## src/rtl/uart_tx_arbiter.sv

```systemverilog
// Four-requester round-robin arbiter feeding a single 8N1 UART transmitter.
// Define UART_TX_ARB_PARITY_EN to insert an even-parity bit (8E1 framing).
module uart_tx_arbiter #(
    parameter int CLK_DIV = 625
) (
    input  logic        clk,
    input  logic        rst_n,
    input  logic [3:0]  req_valid,
    input  logic [31:0] req_data,
    output logic [3:0]  req_ready,
    output logic [1:0]  grant_id,
    output logic        busy,
    output logic        txd
);

    typedef enum logic [2:0] {
        S_IDLE,
        S_START,
        S_DATA,
`ifdef UART_TX_ARB_PARITY_EN
        S_PARITY,
`endif
        S_STOP
    } state_t;

    localparam logic [9:0] LAST_CNT = 10'(CLK_DIV - 1);

    state_t      r_state;
    logic [9:0]  r_cnt;
    logic [2:0]  r_bit_idx;
    logic [7:0]  r_data;
    logic [1:0]  r_last_grant;
    logic [1:0]  r_grant_id;
    logic        r_txd;
    logic        r_busy;

    state_t      w_state_next;
    logic [9:0]  w_cnt_next;
    logic [2:0]  w_bit_idx_next;
    logic        w_txd_next;
    logic [1:0]  w_winner;
    logic        w_found;
    logic        w_bit_done;
    logic        w_accept;

    // Round-robin search starting just after the previous winner; the 2-bit add wraps mod 4.
    always_comb begin
        // NOTE: every combinational output gets a default first so no path can infer a latch.
        w_winner = r_last_grant;
        w_found  = 1'b0;
        for (int k = 1; k <= 4; k++) begin
            if (!w_found && req_valid[r_last_grant + 2'(k)]) begin
                w_winner = r_last_grant + 2'(k);
                w_found  = 1'b1;
            end
        end
    end

    assign w_bit_done = (r_cnt == LAST_CNT);
    // rst_n is folded in so no byte is ever acknowledged while the block is being reset.
    assign w_accept   = rst_n && w_found &&
                        ((r_state == S_IDLE) || ((r_state == S_STOP) && w_bit_done));
    assign req_ready  = w_accept ? (4'b0001 << w_winner) : 4'b0000;

    always_comb begin
        w_state_next   = r_state;
        w_cnt_next     = w_bit_done ? 10'd0 : r_cnt + 10'd1;
        w_bit_idx_next = r_bit_idx;
        case (r_state)
            S_IDLE: begin
                w_cnt_next = 10'd0;
            end
            S_START: begin
                if (w_bit_done) begin
                    w_state_next   = S_DATA;
                    w_bit_idx_next = 3'd0;
                end
            end
            S_DATA: begin
                if (w_bit_done) begin
                    if (r_bit_idx == 3'd7) begin
`ifdef UART_TX_ARB_PARITY_EN
                        w_state_next = S_PARITY;
`else
                        w_state_next = S_STOP;
`endif
                    end else begin
                        w_bit_idx_next = r_bit_idx + 3'd1;
                    end
                end
            end
`ifdef UART_TX_ARB_PARITY_EN
            S_PARITY: begin
                if (w_bit_done) w_state_next = S_STOP;
            end
`endif
            S_STOP: begin
                if (w_bit_done) w_state_next = S_IDLE;
            end
            default: begin
                w_state_next = S_IDLE;
                w_cnt_next   = 10'd0;
            end
        endcase

        // An accept in the last STOP cycle overrides the return to IDLE: no gap between frames.
        if (w_accept) begin
            w_state_next = S_START;
            w_cnt_next   = 10'd0;
        end
    end

    // The line level is decoded from the next state so txd comes straight off a flop.
    always_comb begin
        w_txd_next = 1'b1;
        case (w_state_next)
            S_START:  w_txd_next = 1'b0;
            S_DATA:   w_txd_next = r_data[w_bit_idx_next];
`ifdef UART_TX_ARB_PARITY_EN
            S_PARITY: w_txd_next = ^r_data;
`endif
            default:  w_txd_next = 1'b1;
        endcase
    end

    always_ff @(posedge clk) begin
        // NOTE: state registers use non-blocking assignments so every flop samples pre-edge values.
        if (!rst_n) begin
            r_state      <= S_IDLE;
            r_cnt        <= 10'd0;
            r_bit_idx    <= 3'd0;
            r_data       <= 8'd0;
            r_last_grant <= 2'd3;
            r_grant_id   <= 2'd0;
            r_txd        <= 1'b1;
            r_busy       <= 1'b0;
        end else begin
            r_state   <= w_state_next;
            r_cnt     <= w_cnt_next;
            r_bit_idx <= w_bit_idx_next;
            r_txd     <= w_txd_next;
            r_busy    <= (w_state_next != S_IDLE);
            if (w_accept) begin
                r_data       <= req_data[{w_winner, 3'b000} +: 8];
                r_grant_id   <= w_winner;
                r_last_grant <= w_winner;
            end
        end
    end

    assign txd      = r_txd;
    assign busy     = r_busy;
    assign grant_id = r_grant_id;

endmodule

```

## config.mk

```make
export PLATFORM = sky130hd
export DESIGN_NAME = uart_tx_arbiter
export DESIGN_NICKNAME = d
export VERILOG_FILES = /design/src/rtl/uart_tx_arbiter.sv
export SDC_FILE = /design/constraint.sdc
export NUM_CORES = 1
export LEC_CHECK = 0
export BUFFER_PORTS_ARGS = -buffer_cell sky130_fd_sc_hd__buf_2
export CORE_MARGIN = 2
export CORE_UTILIZATION = 32
export CTS_BUF_LIST = sky130_fd_sc_hd__clkbuf_4 sky130_fd_sc_hd__clkbuf_8 sky130_fd_sc_hd__clkbuf_16
export DETAILED_ROUTE_END_ITERATION = 8
export PLACE_DENSITY = 0.62
export SYNTH_ARGS = -nofsm -noshare
export SYNTH_HDL_FRONTEND = slang
export SYNTH_SLANG_ARGS = --single-unit
export TNS_END_PERCENT = 100
```

## constraint.sdc

```tcl
create_clock -name clk -period 3.75 [get_ports clk]
set_input_delay 0.1875 -clock clk [delete_from_list [all_inputs] [get_ports clk]]
set_output_delay 0.1875 -clock clk [all_outputs]
set_load 0.05 [all_outputs]
```

==> impl_metrics.toml, run 1 <==
[clocking]
postCtsHoldBufs = 0
cts_resized = 0
cts_root_buf = "clkbuf_8"
htree_levels = 2
clk_latency_ns = 0.28
cts.sinks = 30
cts_setup_buffers = 0
cts_buffer_depth = 2
tritoncts = "yes"
cts-buffers-inserted = 5
clk_pin_slew_worst_paths_ns = 0.06

[synth]
syn_inst = 185
yosys-top-cells-area = "dfxtp_1 36%, mux4_2 8.2%, nand2_1 6.6%"
netlist_area_um2 = 1650
synth_top_area_share_pct = 36.4
syn_area_per_cell_um2 = 8.91
synth-seq-cells = 30
synth_fp_nets = 226
seq_area_frac_synth_pct = 36.4
synth_ff_type = "dfxtp_1"
synth_edf_count = 0
async_flop_share_pct = 0
ys_types = 43
yosysMostFrequentCell = "dfxtp_1"
synth_area_leader_cell = "dfxtp_1"
synth_common_cells = "30 x dfxtp_1, 29 x nand2_1, 25 x nor2_1"
ys_warn_count = 0

[timing]
period_share_pct = 78.0
setup_viol = 0
worstMarginPinSlew_ns = 1.03
layout_setup_ws_ns = 0.823
hold_viol = 0
finalSetupTns_ns = 0
finClkSkew_ns = 0.00386
slew_viol_final = 0
timing.slew.headroom_pct = 31.2
finalCriticalPeriod_ns = 2.93
fmax_mhz = 342
rsz0062_at_grt = "no"

[placed_design]
port_buffers = 45
dp_hpwl_um = 2520
place_ws_ns = 1.10
place.gp.congestion = 0.749

[worst_setup_path]
crit_chain = "inv_1, ha_1, nor4b_2, and4b_1, nand3_1, a211oi_2, buf_4, and3_1, buf_2"
crit_path_max_incr_delay_ns = 0.46
path_delay_family = "simple AND/OR/NAND/NOR gates"
critPathLaunch = "r_cnt[0]"
r2r-start = "r_cnt[0]"
required_ns = 3.56
cp-start-kind = "register"
cp_max_fo = 19
path_buf_inv = 3
critPathSlowestCell = "and4b_1"
arrival_ns = 2.74
reg2reg_slack_ns = 1.37
path_class = "register to output pin"
end_kind = "output pin"
timing.rr.end = "txd"
r2r_cells = 9

[pwr]
ir_drop_v = 0.000202
power.density_nw_per_um2 = 378
p_clk_share_pct = 35.2
leakagePower_nw = 0.827
pwr-share-seq_pct = 45.6
switching_power_mw = 0.204
power.share.combinational_pct = 19.2
p_int_mw = 0.565
swShare_pct = 26.6

[min_path]
worstHoldEndpoint = "r_data[7]"
hold_path_depth = 3
hp-class = "input pin to register"
min_from = "rst_n"

[floorplan]
rows = 26
ios = 46
die_h_um = 75.8
die_w_um = 75.8
initial_utilization_pct = 32.7
design.core.area_um2 = 5040
dieArea_um2 = 5740

[route]
vias = 1425
drt_iter0_drc = 46
postRouteAntennaNets = 0
wl_per_cell_um = 10.7
wl_um = 3240
dr.pass1.iters = 4
drc_errors = 0
routed_via_density = 4.70

[global_routing]
grt.busiest_layer = "met2"
met1_usage_pct = 14.6
grtUsageMet3_pct = 3.31
grt_use_met2_pct = 18.8
overflow = 0
grt_max_degree = 20
grt_usage_pct = 12.2
antenna_found_initial = 0
grt_pass1_wl_um = 5180
first_global_vias = 1231

[outcome]
status = "completed"

[finish]
drive_gt1_share_pct = 30.0
nets = 273
diodes = 0
fillers = 489
final_util_pct = 40.4
areaGrowthSynthToFinish_pct = 23.4

[job]
maxCapViolations = 0
## flip-flops by register name (all words and copies together), names as in the netlist
register and flops:
r_data 8, r_bit_idx 3, r_last_grant 2, grant_id 2
busy 1, r_cnt 10, r_state 3, txd 1
## stage by stage
stage | instances | hold WS [ns] | power, mW | instance area [um2]
after detailed placement | 295 | 0.453 | 0.508 | 1940
after global routing | 303 | 0.298 | 0.810 | 2040
after CTS | 303 | 0.260 | 0.784 | 2040
final | 303 | 0.267 | 0.770 | 2040
after global placement | 295 | 0.445 | 0.506 | 1940
after floorplan | 185 | 0.361 | 0.464 | 1650
## cell families after synthesis
| group | synth area share, % |
|---|---|
| AO/OA/AOI/OAI | 13.5 |
| flip-flops | 36.4 |
| other | 0.227 |
| adder cells (fa/ha/maj) | 2.28 |
| AND/OR/NAND/NOR | 24.0 |
| buffers and inverters | 4.40 |
| XOR/XNOR | 4.78 |
| multiplexers | 14.4 |
## worst max-delay path by stage
stage                   endpoint  depth (start not counted)
floorplan           req_ready[1]                         10
global placement    req_ready[0]                          9
finish              req_ready[0]                          9
global route        req_ready[0]                          9
CTS                 req_ready[0]                          9
detailed placement  req_ready[0]                          9
## layout by cell type (no fill, tap or decap), types with 6 or more instances in the layout
cell	synthesis	layout
mux4_2	6	6
clkbuf_8	0	6
nor2_1	25	25
inv_1	8	8
dfxtp_1	30	30
xor2_1	6	6
buf_2	1	45
nand2b_1	9	9
nand2_1	29	29
a21oi_1	6	6
o21ai_0	14	14
## worst min-delay path, cell delays in order
cell and delay, ns:
buf_2 0.17, nand2_1 0.08, o21ai_0 0.05
## power groups by stage
stage               clock [mW]  combinational, mW  sequential [mW]
finish                   0.271              0.148            0.351
global route             0.293              0.164            0.353
detailed placement           0              0.150            0.358
global placement             0              0.148            0.358
floorplan                    0             0.0991            0.365
CTS                      0.282              0.150            0.351
## layout make-up
| type | count | area [um2] | area share (%) |
|---|---|---|---|
| multi-input combinational | 140 | 982 | 48.2 |
| sequential | 30 | 601 | 29.5 |
| timing repair buffer | 47 | 240 | 11.8 |
| clock buffer | 7 | 90.1 | 4.43 |
| tap | 70 | 87.6 | 4.30 |
| inverter | 8 | 30.0 | 1.48 |
| clock inverter | 1 | 5.00 | 0.246 |
## layer usage
metal | vias up | share of wire [%]
met4 | 0 | 2.9
met3 | 9 | 3.9
met2 | 32 | 48
met5 | - | 0
met1 | 649 | 45
li1 | 735 | -
No activity file was read; power rests on OpenSTA's default activity.
==> run 2: changes to the inputs <==
PLACE_DENSITY = 0.64   (was 0.62)
clock period = 2.6 ns   (was 3.75 ns; I/O delays follow)
==> run 2 against run 1 <==
Against the previous run: die area stayed put; worst setup slack worse by 0.66 ns; non-clock buffer count increased by 2; final cell count up 0.66%; register-to-register slack lost 1.2 ns; routed wire length is 0.46% lower; sequential cell count unchanged; global-route usage fell by 0.28 points; via count up 1.3%; total power increased by 55%; clock power is 71% higher; hold slack worse by 0.062 ns.
==> impl_metrics.toml, run 2 (synthesized netlist as in run 1, its figures left out) <==
[outcome]
status = "completed"

[pwr]
ir_drop_v = 0.000278
leakagePower_nw = 0.838
total_power_mw = 1.19
power.density_nw_per_um2 = 571

[finish]
mostFrequentLayoutCells = "44 x buf_2, 30 x dfxtp_1, 29 x nand2_1"
drive_gt1_share_pct = 31.1
nets = 275
top_register = "r_cnt"
areaGrowthSynthToFinish_pct = 26.5
final_common_cell = "buf_2"
reg_top3 = "r_cnt (10), r_data (8)"
final_cell_area_um2 = 2090
fillers = 508
diodes = 0
multi_input_area_um2 = 983
largest_reg_flops = 10
finalNonFillerCells = 305
regArea_um2 = 601

[min_path]
hold_path_depth = 3
min_from = "rst_n"
worstHoldEndpoint = "r_data[7]"
hp-class = "input pin to register"

[worst_setup_path]
cp_max_fo = 26
cp-start-kind = "register"
reg2reg_slack_ns = 0.19
r2r-start = "r_cnt[0]"
r2r_cells = 10
timing.rr.end = "txd"
arrival_ns = 2.31
required_ns = 2.47
end_kind = "output pin"
path_class = "register to output pin"

[floorplan]
dieArea_um2 = 5740
die_h_um = 75.8
die_w_um = 75.8
rows = 26
ios = 46
design.core.area_um2 = 5040
initial_utilization_pct = 32.7

[global_routing]
grt_usage_pct = 11.9
first_global_vias = 1271
grt_pass1_wl_um = 5230
antenna_found_initial = 0
grt_max_degree = 27
overflow = 0

[route]
postRouteAntennaNets = 0
drt_iter0_drc = 39
drc_errors = 0
wl_um = 3230
vias = 1443
routed_via_density = 4.73
dr.pass1.iters = 4
wl_per_cell_um = 10.6

[timing]
period_share_pct = 93.8
setup_viol = 0
slew_viol_final = 0
finalCriticalPeriod_ns = 2.44
finalSetupTns_ns = 0
layout_setup_ws_ns = 0.162
finClkSkew_ns = 0.00392
hold_viol = 0
fmax_mhz = 410

[clocking]
cts_buffer_depth = 2
htree_levels = 2
tritoncts = "yes"
cts_root_buf = "clkbuf_8"
cts-buffers-inserted = 5
clk_pin_slew_worst_paths_ns = 0.07
cts.sinks = 30
postCtsHoldBufs = 0
clk_latency_ns = 0.28

[placed_design]
place.gp.congestion = 0.774
place_area_um2 = 1960
place_ws_ns = 0.202
dp.cells = 296
dp_hpwl_um = 2550
port_buffers = 45

[job]
maxCapViolations = 0
[run 2: cell type report]
| cell class | instances | share of cell area, % |
|---|---|---|
| inverters | 8 | 1.44 |
| clock inverters | 3 | 2.16 |
| flip-flops and latches | 30 | 28.8 |
| clock buffers | 5 | 3.30 |
| repair buffers | 49 | 13.0 |
| multi-input cells | 140 | 47.2 |
| well taps | 70 | 4.20 |
[run 2: per-layer routing]
layer  up-vias  track usage, %  part of all wire [%]
met5         -               0                     0
li1        742               -                     -
met4         0            4.68                  0.90
met3         3            3.57                   4.2
met2        35            19.8                    49
met1       663            14.4                    46
[run 2: what timing repair did]
action	CTS	global route
pin swaps	1	0
setup endpoints to repair	4	1
buffers inserted	1	0
gates resized for setup	1	1
[run 2: worst max-delay path by stage]
stage / from / cells past startpoint / end
floorplan: r_cnt[0] / 10 / req_ready[1]
global placement: r_cnt[0] / 9 / txd
detailed placement: r_cnt[0] / 9 / txd
CTS: r_cnt[0] / 10 / req_ready[1]
global route: r_cnt[0] / 10 / req_ready[2]
finish: r_cnt[0] / 10 / req_ready[2]
[run 2: critical path, cell delays in order (launching register included)]
cell and delay (ns):
dfxtp_1 0.33, inv_1 0.08, ha_1 0.14, nor4b_2 0.16, and4b_2 0.27, nand3_1 0.11
a211oi_2 0.29, buf_12 0.20, nand2_1 0.08, nor2_1 0.09, buf_2 0.26
[run 2: where the power goes]
| group | leakage, nW | switching, mW | internal (mW) |
|---|---|---|---|
| Sequential | 0.245 | 0.0201 | 0.487 |
| Clock | 0.0504 | 0.180 | 0.285 |
| Combinational | 0.543 | 0.109 | 0.110 |
[run 2: stage by stage]
step / hold slack (ns) / util [%]
floorplan: 0.304 / -
CTS: 0.208 / 41.3
global placement: 0.443 / 38.9
detailed placement: 0.452 / 38.9
global route: 0.216 / 41.4
finish: 0.205 / 41.4
==> run 3: changes to the inputs <==
CORE_UTILIZATION = 46   (was 32)
CTS_BUF_LIST = not set   (was sky130_fd_sc_hd__clkbuf_4 sky130_fd_sc_hd__clkbuf_8 sky130_fd_sc_hd__clkbuf_16)
PLACE_DENSITY = 0.84   (was 0.64)
==> run 3 against run 2 <==
Against the previous run: critical endpoint is now req_ready[0]; core utilization is 18 points higher; sequential share of layout area is 1.1 points higher; combinational power hardly changed; routed wire length is 14% higher; non-clock buffer count is 1 higher; first-iteration DRC count is 2.6% lower; register-to-register slack better by 0.03 ns; critical path depth is 1 lower.
==> impl_metrics.toml, run 3 (synthesized netlist as in run 1, its figures left out) <==
[outcome]
status = "completed"

[finish]
final_common_cell = "buf_2"
nets = 276
finalNonFillerCells = 282
mostFrequentLayoutCells = "42 x buf_2, 30 x dfxtp_1, 29 x nand2_1"
drive_gt1_share_pct = 31.4
areaGrowthSynthToFinish_pct = 21.6
reg_top3 = "r_cnt (10), r_data (8)"
largest_reg_flops = 10
diodes = 0
top_register = "r_cnt"
fillers = 296

[clocking]
cts-buffers-inserted = 5
cts_buffer_depth = 2
clk_latency_ns = 0.33
htree_levels = 2
cts.sinks = 30
postCtsHoldBufs = 0
tritoncts = "yes"
cts_root_buf = "clkbuf_4"
clk_pin_slew_worst_paths_ns = 0.10

[global_routing]
grt_usage_pct = 19.9
antenna_found_initial = 0
first_global_vias = 1462
grt_pass1_wl_um = 6290
overflow = 0
grt_max_degree = 18

[route]
wl_per_cell_um = 13.0
drt_iter0_drc = 38
dr.pass1.iters = 4
postRouteAntennaNets = 0
wl_um = 3670
vias = 1475
routed_via_density = 5.23
drc_errors = 0

[worst_setup_path]
path_class = "register to output pin"
arrival_ns = 2.25
cp_max_fo = 10
required_ns = 2.47
cp-start-kind = "register"
end_kind = "output pin"

[pwr]
power.density_nw_per_um2 = 513
ir_drop_v = 0.000342
total_power_mw = 1.03
leakagePower_nw = 0.824

[timing]
finalSetupTns_ns = 0
finClkSkew_ns = 0.00432
hold_viol = 0
whs_ns = 0.168
setup_viol = 0
slew_viol_final = 0
rsz0062_at_grt = "no"
period_share_pct = 91.6
fmax_mhz = 420
finalCriticalPeriod_ns = 2.38

[floorplan]
rows = 21
die_w_um = 63.9
die_h_um = 63.9
ios = 46
initial_utilization_pct = 48.7
dieArea_um2 = 4080
design.core.area_um2 = 3390

[job]
maxCapViolations = 0

[min_path]
hp-class = "input pin to register"

[placed_design]
dp_hpwl_um = 2810
dp.cells = 273
port_buffers = 45
place.gp.congestion = 0.920
-- run 3: cell types whose count changed in the layout (fill, tap and decap cells not counted), sizes merged --
cell / delta
buf: +2
bufinv: -1
clkinv: +1
clkinvlp: -1
-- run 3: critical path, cell delays in order, from the launching register on --
cell,delay [ns]
dfxtp_1,0.34
inv_1,0.08
ha_1,0.15
nor4b_2,0.20
and4b_2,0.26
nand3_1,0.10
a211oi_2,0.18
buf_4,0.18
and3_1,0.15
buf_2,0.26
-- run 3: routing by layer --
| metal | wire [um] | vias to the layer above | share of wire (%) | GRT usage, % |
|---|---|---|---|---|
| li1 | - | 746 | - | - |
| met1 | 1590 | 681 | 43 | 23.9 |
| met2 | 1870 | 42 | 51 | 33.6 |
| met3 | 158 | 6 | 4.3 | 4.93 |
| met4 | 57 | 0 | 1.6 | 8.70 |
| met5 | 0 | - | 0 | 0 |
-- run 3: cell type report --
type,instances,area [um2],area share [%]
sequential,30,601,29.9
timing repair buffer,50,270,13.5
clock buffer,6,51.3,2.56
inverter,8,30.0,1.50
multi-input combinational,140,983,49.0
clock inverter,2,12.5,0.624
tap,46,57.6,2.87
-- run 3: what timing repair did --
item	4_1_cts	5_1_grt
resized for setup	1	6
hold endpoints to repair	0	0
setup endpoints to repair	4	3
buffers inserted	1	0
pin swaps	1	0
-- run 3: final timing paths --
kind                   from  cells after the start            to  slack [ns]
setup reg to reg   r_cnt[0]                     10           txd        0.22
hold / removal        rst_n                      3     r_data[3]        0.17
hold reg to reg   r_data[7]                      2     r_data[7]        0.47
setup / recovery   r_cnt[0]                      9  req_ready[0]        0.22
-- run 3: per-stage QoR --
step | instance area (um2) | setup slack (ns) | util [%]
global placement | 1930 | 0.333 | 56.8
detailed placement | 1930 | 0.260 | 56.8
global route | 2010 | 0.000987 | 59.2
floorplan | 1650 | 0.0473 | -
finish | 2010 | 0.217 | 59.2
CTS | 2000 | 0.152 | 59.0
-- run 3: report_power, final --
| part | internal (mW) | switching (mW) |
|---|---|---|
| combinational | 0.110 | 0.111 |
| sequential | 0.487 | 0.0222 |
| clock | 0.130 | 0.169 |
| total | 0.726 | 0.302 |
